**src/rtl/ifetch.sv**
```systemverilog
// Brainfuck-style instruction fetch unit: fetches bytes, handshakes them to decode, resolves brackets.
// Optional return stack for ']' enabled by defining IFETCH_STACK_EN; otherwise ']' always scans backward.
module ifetch #(
    parameter int ADDR_W      = 10,
    parameter int STACK_DEPTH = 16
) (
    input  logic              clk,
    input  logic              rst,
    input  logic              start,
    output logic [ADDR_W-1:0] imem_addr,
    input  logic [7:0]        imem_data,
    output logic [7:0]        ix,
    output logic              ix_valid,
    input  logic              ix_ready,
    input  logic              cell_zero,
    output logic [ADDR_W-1:0] pc,
    output logic              halted,
    output logic              err
);

    localparam logic [2:0] S_IDLE  = 3'd0;
    localparam logic [2:0] S_FETCH = 3'd1;
    localparam logic [2:0] S_ISSUE = 3'd2;
    localparam logic [2:0] S_SCAN  = 3'd3;
    localparam logic [2:0] S_HALT  = 3'd4;

    localparam logic [ADDR_W-1:0] ADDR_MAX = '1;
    localparam logic [ADDR_W-1:0] ADDR_ONE = ADDR_W'(1);

    logic [2:0]        state;
    logic              fresh;      // first ISSUE cycle: imem_data is the live instruction
    logic [7:0]        ix_q;
    logic [ADDR_W-1:0] scan_addr;
    logic [ADDR_W-1:0] depth;
    logic              scan_fwd;
    logic              scan_ph;    // 0: address presented, 1: data valid

    logic is_stop, is_br, is_open;
    logic d_stop, d_br, d_open, d_nest, scan_done, scan_edge;

    assign ix        = fresh ? imem_data : ix_q;
    assign ix_valid  = (state == S_ISSUE);
    assign imem_addr = (state == S_SCAN) ? scan_addr : pc;

    assign is_stop = (ix == 8'hFF);
    assign is_br   = (ix[3:1] == 3'b100);
    assign is_open = ~ix[0];

    assign d_stop    = (imem_data == 8'hFF);
    assign d_br      = (imem_data[3:1] == 3'b100);
    assign d_open    = ~imem_data[0];
    assign d_nest    = d_br && (d_open == scan_fwd);
    assign scan_done = d_br && (d_open != scan_fwd) && (depth == ADDR_ONE);
    assign scan_edge = scan_fwd ? (scan_addr == ADDR_MAX) : (scan_addr == '0);

`ifdef IFETCH_STACK_EN
    localparam int SP_W  = $clog2(STACK_DEPTH + 1);
    localparam int IDX_W = (STACK_DEPTH > 1) ? $clog2(STACK_DEPTH) : 1;
    localparam logic [SP_W-1:0] SP_FULL = SP_W'(STACK_DEPTH);

    logic [ADDR_W-1:0] stack [STACK_DEPTH];
    logic [SP_W-1:0]   sp;
    logic [IDX_W-1:0]  push_idx, top_idx;
    logic              push_en;

    assign push_idx = IDX_W'(sp);
    assign top_idx  = IDX_W'(sp - 1'b1);
    assign push_en  = (state == S_ISSUE) && ix_ready && !is_stop && is_br && is_open
                      && !cell_zero && (sp != SP_FULL);

    always_ff @(posedge clk) begin
        if (!rst && push_en)
            stack[push_idx] <= pc;
    end
`else
    logic unused_stack_cfg;
    assign unused_stack_cfg = (STACK_DEPTH > 0);
`endif

    always_ff @(posedge clk) begin
        if (rst) begin
            state     <= S_IDLE;
            pc        <= '0;
            fresh     <= 1'b0;
            ix_q      <= 8'h00;
            halted    <= 1'b0;
            err       <= 1'b0;
            scan_addr <= '0;
            depth     <= '0;
            scan_fwd  <= 1'b0;
            scan_ph   <= 1'b0;
`ifdef IFETCH_STACK_EN
            sp        <= '0;
`endif
        end else begin
            case (state)
                S_IDLE: begin
                    if (start) begin
                        state <= S_FETCH;
                        pc    <= '0;
                    end
                end
                S_FETCH: begin
                    state <= S_ISSUE;
                    fresh <= 1'b1;
                end
                S_ISSUE: begin
                    fresh <= 1'b0;
                    if (fresh)
                        ix_q <= imem_data;
                    if (is_stop) begin
                        state  <= S_HALT;
                        halted <= 1'b1;
                    end else if (ix_ready) begin
                        if (!is_br) begin
                            pc    <= pc + 1'b1;
                            state <= S_FETCH;
                        end else if (is_open) begin
                            if (cell_zero) begin
                                if (pc == ADDR_MAX) begin
                                    state <= S_HALT; halted <= 1'b1; err <= 1'b1;
                                end else begin
                                    scan_fwd  <= 1'b1;
                                    scan_addr <= pc + 1'b1;
                                    depth     <= ADDR_ONE;
                                    scan_ph   <= 1'b0;
                                    state     <= S_SCAN;
                                end
                            end else begin
`ifdef IFETCH_STACK_EN
                                if (sp == SP_FULL) begin
                                    state <= S_HALT; halted <= 1'b1; err <= 1'b1;
                                end else begin
                                    sp    <= sp + 1'b1;
                                    pc    <= pc + 1'b1;
                                    state <= S_FETCH;
                                end
`else
                                pc    <= pc + 1'b1;
                                state <= S_FETCH;
`endif
                            end
                        end else begin
`ifdef IFETCH_STACK_EN
                            // ']' peeks on a loop-back and pops on exit
                            if (sp == '0) begin
                                state <= S_HALT; halted <= 1'b1; err <= 1'b1;
                            end else if (!cell_zero) begin
                                pc    <= stack[top_idx] + 1'b1;
                                state <= S_FETCH;
                            end else begin
                                sp    <= sp - 1'b1;
                                pc    <= pc + 1'b1;
                                state <= S_FETCH;
                            end
`else
                            if (cell_zero) begin
                                pc    <= pc + 1'b1;
                                state <= S_FETCH;
                            end else if (pc == '0) begin
                                state <= S_HALT; halted <= 1'b1; err <= 1'b1;
                            end else begin
                                scan_fwd  <= 1'b0;
                                scan_addr <= pc - 1'b1;
                                depth     <= ADDR_ONE;
                                scan_ph   <= 1'b0;
                                state     <= S_SCAN;
                            end
`endif
                        end
                    end
                end
                S_SCAN: begin
                    // pc stays on the originating bracket until the match is found
                    if (!scan_ph) begin
                        scan_ph <= 1'b1;
                    end else begin
                        scan_ph <= 1'b0;
                        if (d_stop) begin
                            state <= S_HALT; halted <= 1'b1; err <= 1'b1;
                        end else if (scan_done) begin
                            pc    <= scan_addr + 1'b1;
                            depth <= '0;
                            state <= S_FETCH;
                        end else if (scan_edge) begin
                            state <= S_HALT; halted <= 1'b1; err <= 1'b1;
                        end else begin
                            scan_addr <= scan_fwd ? scan_addr + 1'b1 : scan_addr - 1'b1;
                            if (d_br)
                                depth <= d_nest ? depth + 1'b1 : depth - 1'b1;
                        end
                    end
                end
                S_HALT: ;
                default: state <= S_IDLE;
            endcase
        end
    end

endmodule

```
**config.mk**
```make
export PLATFORM = sky130hd
export DESIGN_NAME = ifetch
export DESIGN_NICKNAME = d
export VERILOG_FILES = /design/src/rtl/ifetch.sv
export SDC_FILE = /design/constraint.sdc
export NUM_CORES = 1
export LEC_CHECK = 0
export ABC_AREA = 1
export CORE_MARGIN = 8
export CORE_UTILIZATION = 55
export CTS_CLUSTER_DIAMETER = 120
export CTS_CLUSTER_SIZE = 14
export DETAILED_ROUTE_END_ITERATION = 6
export PLACE_DENSITY_LB_ADDON = 0.2
export SYNTH_ARGS = -nofsm -noshare
export SYNTH_HDL_FRONTEND = slang
export SYNTH_SLANG_ARGS = --single-unit
```
**constraint.sdc**
```tcl
create_clock -name clk -period 2 [get_ports clk]
set_clock_uncertainty 0.05 [all_clocks]
set_input_delay 0.4 -clock clk [delete_from_list [all_inputs] [get_ports clk]]
set_output_delay 0.4 -clock clk [all_outputs]
set_load 0.05 [all_outputs]
```
* Word-level counts from Yosys, hierarchy flattened
Cells that the tools add are included.
** Storage, ports and cells
- Bits in registers :: 46
** Operators by class
- Add/sub/neg operators :: 6
- Eq/ne operators :: 44
- Muxes and demuxes :: 86
- Bitwise gates (word level) :: 3
- Reductions and logical operators :: 18
** Operator list (number)
- $mux 10 :: 38
- $pmux 10 s2 :: 2
- $mux 3 :: 13
- $add 10x1->10 const B :: 3
- $pmux 10 s3 :: 1
- $sub 10x1->10 const B :: 3
- $mux 1 :: 26
- $reduce_and 12->1 :: 2
- $ne 3x3->1 const B :: 7
- $eq 10x10->1 const B :: 2
- $logic_not 10->1 :: 2
- $ne 2x2->1 const B :: 10
- $eq 8x8->1 const B :: 2
- $reduce_and 8->1 :: 2
- $pmux 3 s5 :: 1
- $ne 4x4->1 const B :: 3
- $reduce_and 11->1 :: 1
- $eq 10x1->1 const B :: 1
- $reduce_and 10->1 :: 1
- $eq 3x3->1 const B :: 3
- $ne 3x1->1 const B :: 3
- $reduce_and 9->1 :: 1
- $mux 8 :: 1
- $ne 4x2->1 const B :: 2
- 15 further kinds :: 27

* Depth between registers and ports, before layout
Gate-level depths: netlist of run 1.
- Word-level depth :: 10
- Mapped depth :: 13

* Worst setup path before layout of run 1
No wires, ideal clock.
- Kind :: reg2out
- Start :: reg state[1]
- End :: out imem_addr[0]
- Arrival time :: 1942 ps
- Required time :: 1550 ps
- Path slack :: -392 ps
- Cell stages (with the launch flop) :: 4
- Path buffers :: 1
- Cell sequence :: dfxtp_1 nand3_2 clkbuf_1 o21ai_0
** Between the ends
- Longest elaborated chain between the ends :: 2
** RTL lines
- start, declared :: line 30 : logic [2:0] state;
- start signal, assigned :: line 82 : state <= S_IDLE;
- start signal, assigned :: line 99 : state <= S_FETCH;
- start signal, assigned :: line 104 : state <= S_ISSUE;
- $eq 3x2->1 :: line 43 : assign imem_addr = (state == S_SCAN) ? scan_addr : pc;
- $mux 10 :: line 43
- end, declared :: line 10 : output logic [ADDR_W-1:0] imem_addr,
Every way passes these cells.

* Final worst setup path of run 1
- Start :: reg state[2]
- End :: out imem_addr[8]
Same word-level chain as after synthesis.

==> reports/results.ini, run 1 <==
[finish]
most-common-layout-cells=nand2_1 (182), nor2_1 (108), nand3_1 (70)
drive_gt1_frac=0.209
ff_latch_area_um2=936
n_fill_cell=626
diodes=0
finalNonFillerCells=879
multi_input_area_um2=2790
finish.utilization=0.733
areaGrowthSynthToFinish_pct=30.2
final_common_cell=nand2_1
nets=801

[place]
post-place-ws_ns=-0.338
placedCellCount=866
io_buffers=43
gp_congestion=0.988
hpwl_um=9900

[die]
rows=31
initial_core_util=0.563
core_um2=7210
ioPinCount=44
die_x_um=102
die_area_um2=10400
die_y_um=102

[timing]
clock.fmax_mhz=514
tightest_slew_ns=0.508
final-max-slew-violation-count=0
hold_viol=0
setup_ws_ns=0.0544
finalCritPeriodShare=0.973
setup_viol=0
period_minus_slack_ns=1.95
relSlewSlack=0.660

[drt]
finalWirelength_um=12900
antenna_left=0
wirelength_met1_um=5930
drt-initial-drc-count=501
drc=0
wl_met2_um=5860
via_count=4837
avgViaCountPerCell=5.50
wl_per_cell_um=14.7
firstDrtPassIters=5
wl_met3_um=1020
top_layer_used=met4

[power]
power.total_w=0.00820
p_leak_nw=2.46
ir_drop_mv=0.897
p_per_area_nw_per_um2=1550

[synthesis]
syn_nets=720
ys_seq_elements=46
synth-async-reset-ratio=0
synth_top_cell_by_area=dfxtp_1
syn-mean-instance-area_um2=5.82
synth-edff-count=0
synthesis.instances=698
synthDistinctLibCells=40
synth_top_flop_cell=dfxtp_1
ys_warn_count=0
synthesis.area_um2=4060
yosysSeqAreaShare=0.227
synth_top_area_frac=0.227
synth_area_leaders=dfxtp_1 (23%), nand2_1 (17%), nor2_1 (10%), nand3_1 (9.1%), o21ai_0 (7.4%)

[setup_path]
path_max_fanout=29
worstPathArrival_ns=1.50
worstSetupPathType=flop to primary output
startpoint_type=flop
required_ns=1.55
endpoint_kind=primary output

[global_route]
grt_overflow_total=0
grt.total_usage=0.253
grt_pass1_wl_um=21200
antenna_found_initial=0
grt_pass1_vias=4332
grt_max_degree=35

[clock_network]
root_buffer=clkbuf_8
hold_buffers=0
cts_tree=built
clock_path_buffers=2
htreeDepth=2
clock-sinks=46
path_clk_slew_ns=0.10
clock_latency_ns=0.31
numCtsBuffers=5

[run_status]
outcome=finished clean

[flow_run]
drv_cap=0

[min_path]
worst_hold_path_type=flop to flop

-- cell type report --
cell class,instances,share of cell area
repair buffers,102,0.204
inverters,69,0.0509
flip-flops and latches,46,0.177
multi-input cells,555,0.527
well taps,99,0.0234
clock inverters,3,0.00450
clock buffers,5,0.0130
-- worst paths after layout --
path | slack (ns) | start | depth (start not counted) | endpoint
min reg2reg | 0.41 | halted$_SDFFE_PP0P_ | 2 | halted$_SDFFE_PP0P_
max reg2reg | 0.08 | pc[0]$_SDFFE_PP0P_ | 13 | depth[9]$_SDFFE_PP0P_
max | 0.05 | state[2]$_SDFFE_PP0P_ | 6 | imem_addr[8]
min | 0.41 | halted$_SDFFE_PP0P_ | 2 | halted$_SDFFE_PP0P_
-- power by group --
group / total (W) / switching [W] / internal (W) / leakage (nW)
registers: 0.00156 / 0.000352 / 0.00121 / 0.380
clock network: 0.000627 / 0.000376 / 0.000251 / 0.0408
logic: 0.00601 / 0.00369 / 0.00231 / 2.04
-- sequential cells by signal (all words and copies together), names as in the netlist, 3 cells and up --
signal / count
scan_addr: 10
state: 3
ix_q: 8
depth: 10
pc: 10
-- stage by stage --
step	setup TNS [ns]	hold slack, ns	cell area [um^2]
4_1_cts	0	0.410	5190
6_report	0	0.412	5290
2_1_floorplan	-2.95	0.386	4070
3_3_place_gp	-6.19	0.389	5060
3_5_place_dp	-7.76	0.395	5060
5_1_grt	-0.0810	0.435	5290
-- cell families after synthesis --
kind of cell / count (synthesis) / share of synthesized area
simple gates: 414 / 0.450
compound gates: 118 / 0.159
buf+inv: 97 / 0.106
flops: 46 / 0.227
xor+xnor: 14 / 0.0302
fa+ha+maj: 9 / 0.0277
-- routing by layer --
metal / vias to the layer above / track usage
li1: 2424 / -
met1: 2189 / 0.356
met2: 215 / 0.399
met3: 9 / 0.0341
met4: 0 / 0.0519
met5: - / 0
-- repair_timing --
item                                    in CTS  in global routing
pin swaps                                    1                  3
endpoints found under the setup margin      13                 40
buffers inserted                             3                  2
cloned                                       0                  0
resized for setup                           13                 27
-- synthesized netlist by cell type (2+ instances only) --
cell type,n
nand2_4,3
o21ai_1,15
nand4_1,7
o211ai_1,3
clkbuf_1,7
xnor2_1,3
nor2_4,4
buf_2,10
nor3_1,5
buf_6,4
nand2_2,7
nor2_2,6
o21ai_2,2
nand2_1,185
nand3_1,74
buf_4,4
o21ai_0,60
xor2_1,11
nor2_1,112
buf_1,3
dfxtp_1,46
nand3b_1,3
nand3_4,2
inv_2,5
a21oi_1,23
ha_1,9
o22ai_1,4
inv_1,60
nand3_2,4
a31oi_1,7
-- critical path: stages, from the launching register on --
cell and delay [ns]:
dfxtp_2 0.36, inv_2 0.10, nand3_4 0.10, buf_12 0.17, o21ai_0 0.17, buf_4 0.15
buf_12 0.13
Power figures use the tool's default switching activity.
==> inputs of run 2 (changes only) <==
--- a/config.mk
+++ b/config.mk
@@ -7,8 +7,7 @@
 export LEC_CHECK = 0
 export ABC_AREA = 1
 export CORE_MARGIN = 8
-export CORE_UTILIZATION = 55
-export CTS_CLUSTER_DIAMETER = 120
+export CORE_UTILIZATION = 40
 export CTS_CLUSTER_SIZE = 14
 export DETAILED_ROUTE_END_ITERATION = 6
 export PLACE_DENSITY_LB_ADDON = 0.2
==> constraint.sdc (replaced) <==
create_clock -name clk -period 2 [get_ports clk]
set_clock_uncertainty 0.05 [all_clocks]
set_input_delay 0.4 -clock clk [delete_from_list [all_inputs] [get_ports clk]]
set_output_delay 0.4 -clock clk [all_outputs]
set_load 0.01 [all_outputs]
==> run 2 against run 1 <==
  * Utilization decreased by 18 points
  * Total power shrank 10%
  * Via count fell by 1.1%
  * First-iteration DRC count shrank 31%
==> reports/results.ini, run 2 (synthesis gave the netlist of run 1 again) <==
[global_route]
grt_overflow_total=0
grt_max_degree=35
grt_pass1_vias=4624
grt_pass1_wl_um=21800
antenna_found_initial=0
grt.total_usage=0.197

[power]
p_per_area_nw_per_um2=1360
p_leak_nw=2.56
ir_drop_mv=0.784
power.total_w=0.00736

[finish]
reg_top3=depth: 10 flops, pc: 10 flops, scan_addr: 10 flops
drive_gt1_frac=0.204
diodes=0
final_cell_area_um2=5410
n_fill_cell=1043
most-common-layout-cells=nand2_1 (176), nor2_1 (103), buf_4 (75)
final_common_cell=nand2_1
areaGrowthSynthToFinish_pct=33.3
nets=826

[drt]
via_count=4782
avgViaCountPerCell=5.10
drc=0
firstDrtPassIters=5
wl_per_cell_um=14.0
finalWirelength_um=13200
drt-initial-drc-count=346
antenna_left=0

[die]
ioPinCount=44
rows=36
core_um2=9820
die_area_um2=13600
die_y_um=117
initial_core_util=0.413
die_x_um=117

[place]
gp_congestion=0.972
placed_area_um2=5100
io_buffers=43
hpwl_um=10300
post-place-ws_ns=-0.280

[flow_run]
drv_cap=0

[min_path]
hold_start=err$_SDFFE_PP0P_
worstHoldPathCells=2
min_to=err$_SDFFE_PP0P_
worst_hold_path_type=flop to flop

[clock_network]
root_buffer=clkbuf_8
clock-sinks=46
numCtsBuffers=5
clock_path_buffers=2
htreeDepth=2
hold_buffers=0
clock_latency_ns=0.31
cts_tree=built
path_clk_slew_ns=0.09

[setup_path]
startpoint_type=flop
r2r_start=pc[0]$_SDFFE_PP0P_
r2r_end=scan_addr[3]$_SDFFE_PP0P_
r2r_slack_ns=0.12
worstSetupPathType=flop to primary output
endpoint_kind=primary output
worstPathArrival_ns=1.48
path_max_fanout=5
required_ns=1.55
r2r_cells=12

[run_status]
outcome=finished clean

[timing]
hold_viol=0
clock.fmax_mhz=519
final-max-slew-violation-count=0
rsz0062_at_grt=yes
setup_viol=0
setup_ws_ns=0.0714
finalCritPeriodShare=0.964
relSlewSlack=0.718
period_minus_slack_ns=1.93
tightest_slew_ns=0.419

[run 2: metrics by stage]
stage | utilization | std cells | hold WS, ns | TNS (ns)
2_1_floorplan | - | 698 | 0.381 | 0
3_3_place_gp | 0.520 | 924 | 0.388 | -7.03
3_5_place_dp | 0.520 | 924 | 0.391 | -8.17
4_1_cts | 0.531 | 932 | 0.403 | 0
5_1_grt | 0.551 | 938 | 0.427 | -0.0997
6_report | 0.551 | 938 | 0.400 | 0
[run 2: critical path: stages (launching register included)]
cell and delay (ns):
dfxtp_2 0.33, inv_2 0.07, nand3_4 0.11, buf_4 0.17, nand2_1 0.05, o21ai_0 0.12
dlygate4sd2_1 0.32
[run 2: routing by layer]
layer | track usage | up-vias | share of wire
li1 | - | 2482 | -
met1 | 0.259 | 2150 | 0.47
met2 | 0.322 | 128 | 0.46
met3 | 0.0295 | 22 | 0.049
met4 | 0.0631 | 0 | 0.021
met5 | 0 | - | 0
[run 2: worst max-delay path by stage]
stage | startpoint | slack [ns] | to
2_1_floorplan | pc[0]$_SDFFE_PP0P_ | 0.23 | scan_addr[1]$_SDFFE_PP0P_
3_3_place_gp | imem_data[0] | -0.23 | pc[7]$_SDFFE_PP0P_
3_5_place_dp | imem_data[0] | -0.28 | pc[6]$_SDFFE_PP0P_
4_1_cts | state[2]$_SDFFE_PP0P_ | 0.006 | imem_addr[0]
5_1_grt | state[2]$_SDFFE_PP0P_ | -0.03 | imem_addr[0]
6_report | state[2]$_SDFFE_PP0P_ | 0.07 | imem_addr[9]
[run 2: cell type report]
class | instances | area, um^2 | area share
Timing Repair Buffer | 125 | 1080 | 0.201
Inverter | 69 | 272 | 0.0502
Tap cell | 133 | 166 | 0.0308
Multi-Input combinational cell | 557 | 2850 | 0.526
Sequential cell | 46 | 932 | 0.172
Clock inverter | 1 | 30.0 | 0.00555
Clock buffer | 7 | 76.3 | 0.0141
[run 2: power breakdown]
group | total, W | switching (W) | internal (W)
combinational | 0.00513 | 0.00303 | 0.00210
sequential | 0.00151 | 0.000309 | 0.00121
clock | 0.000712 | 0.000337 | 0.000375
total | 0.00736 | 0.00368 | 0.00368
[run 2: timing repair]
item / in CTS / in global routing
gates resized for setup: 27 / 51
cloned: 0 / 2
hold endpoints to repair: 0 / 0
buffers inserted: 0 / 4
endpoints found under the setup margin: 29 / 40
pin swaps: 0 / 12
==> inputs of run 3 (changes only) <==
--- a/config.mk
+++ b/config.mk
@@ -10,6 +10,7 @@
 export CORE_UTILIZATION = 40
 export CTS_CLUSTER_SIZE = 14
 export DETAILED_ROUTE_END_ITERATION = 6
+export HOLD_SLACK_MARGIN = 0.02
 export PLACE_DENSITY_LB_ADDON = 0.2
 export SYNTH_ARGS = -nofsm -noshare
 export SYNTH_HDL_FRONTEND = slang
==> results of run 3 <==
No change in the layout: final DEF, timing and power equal those of run 2.
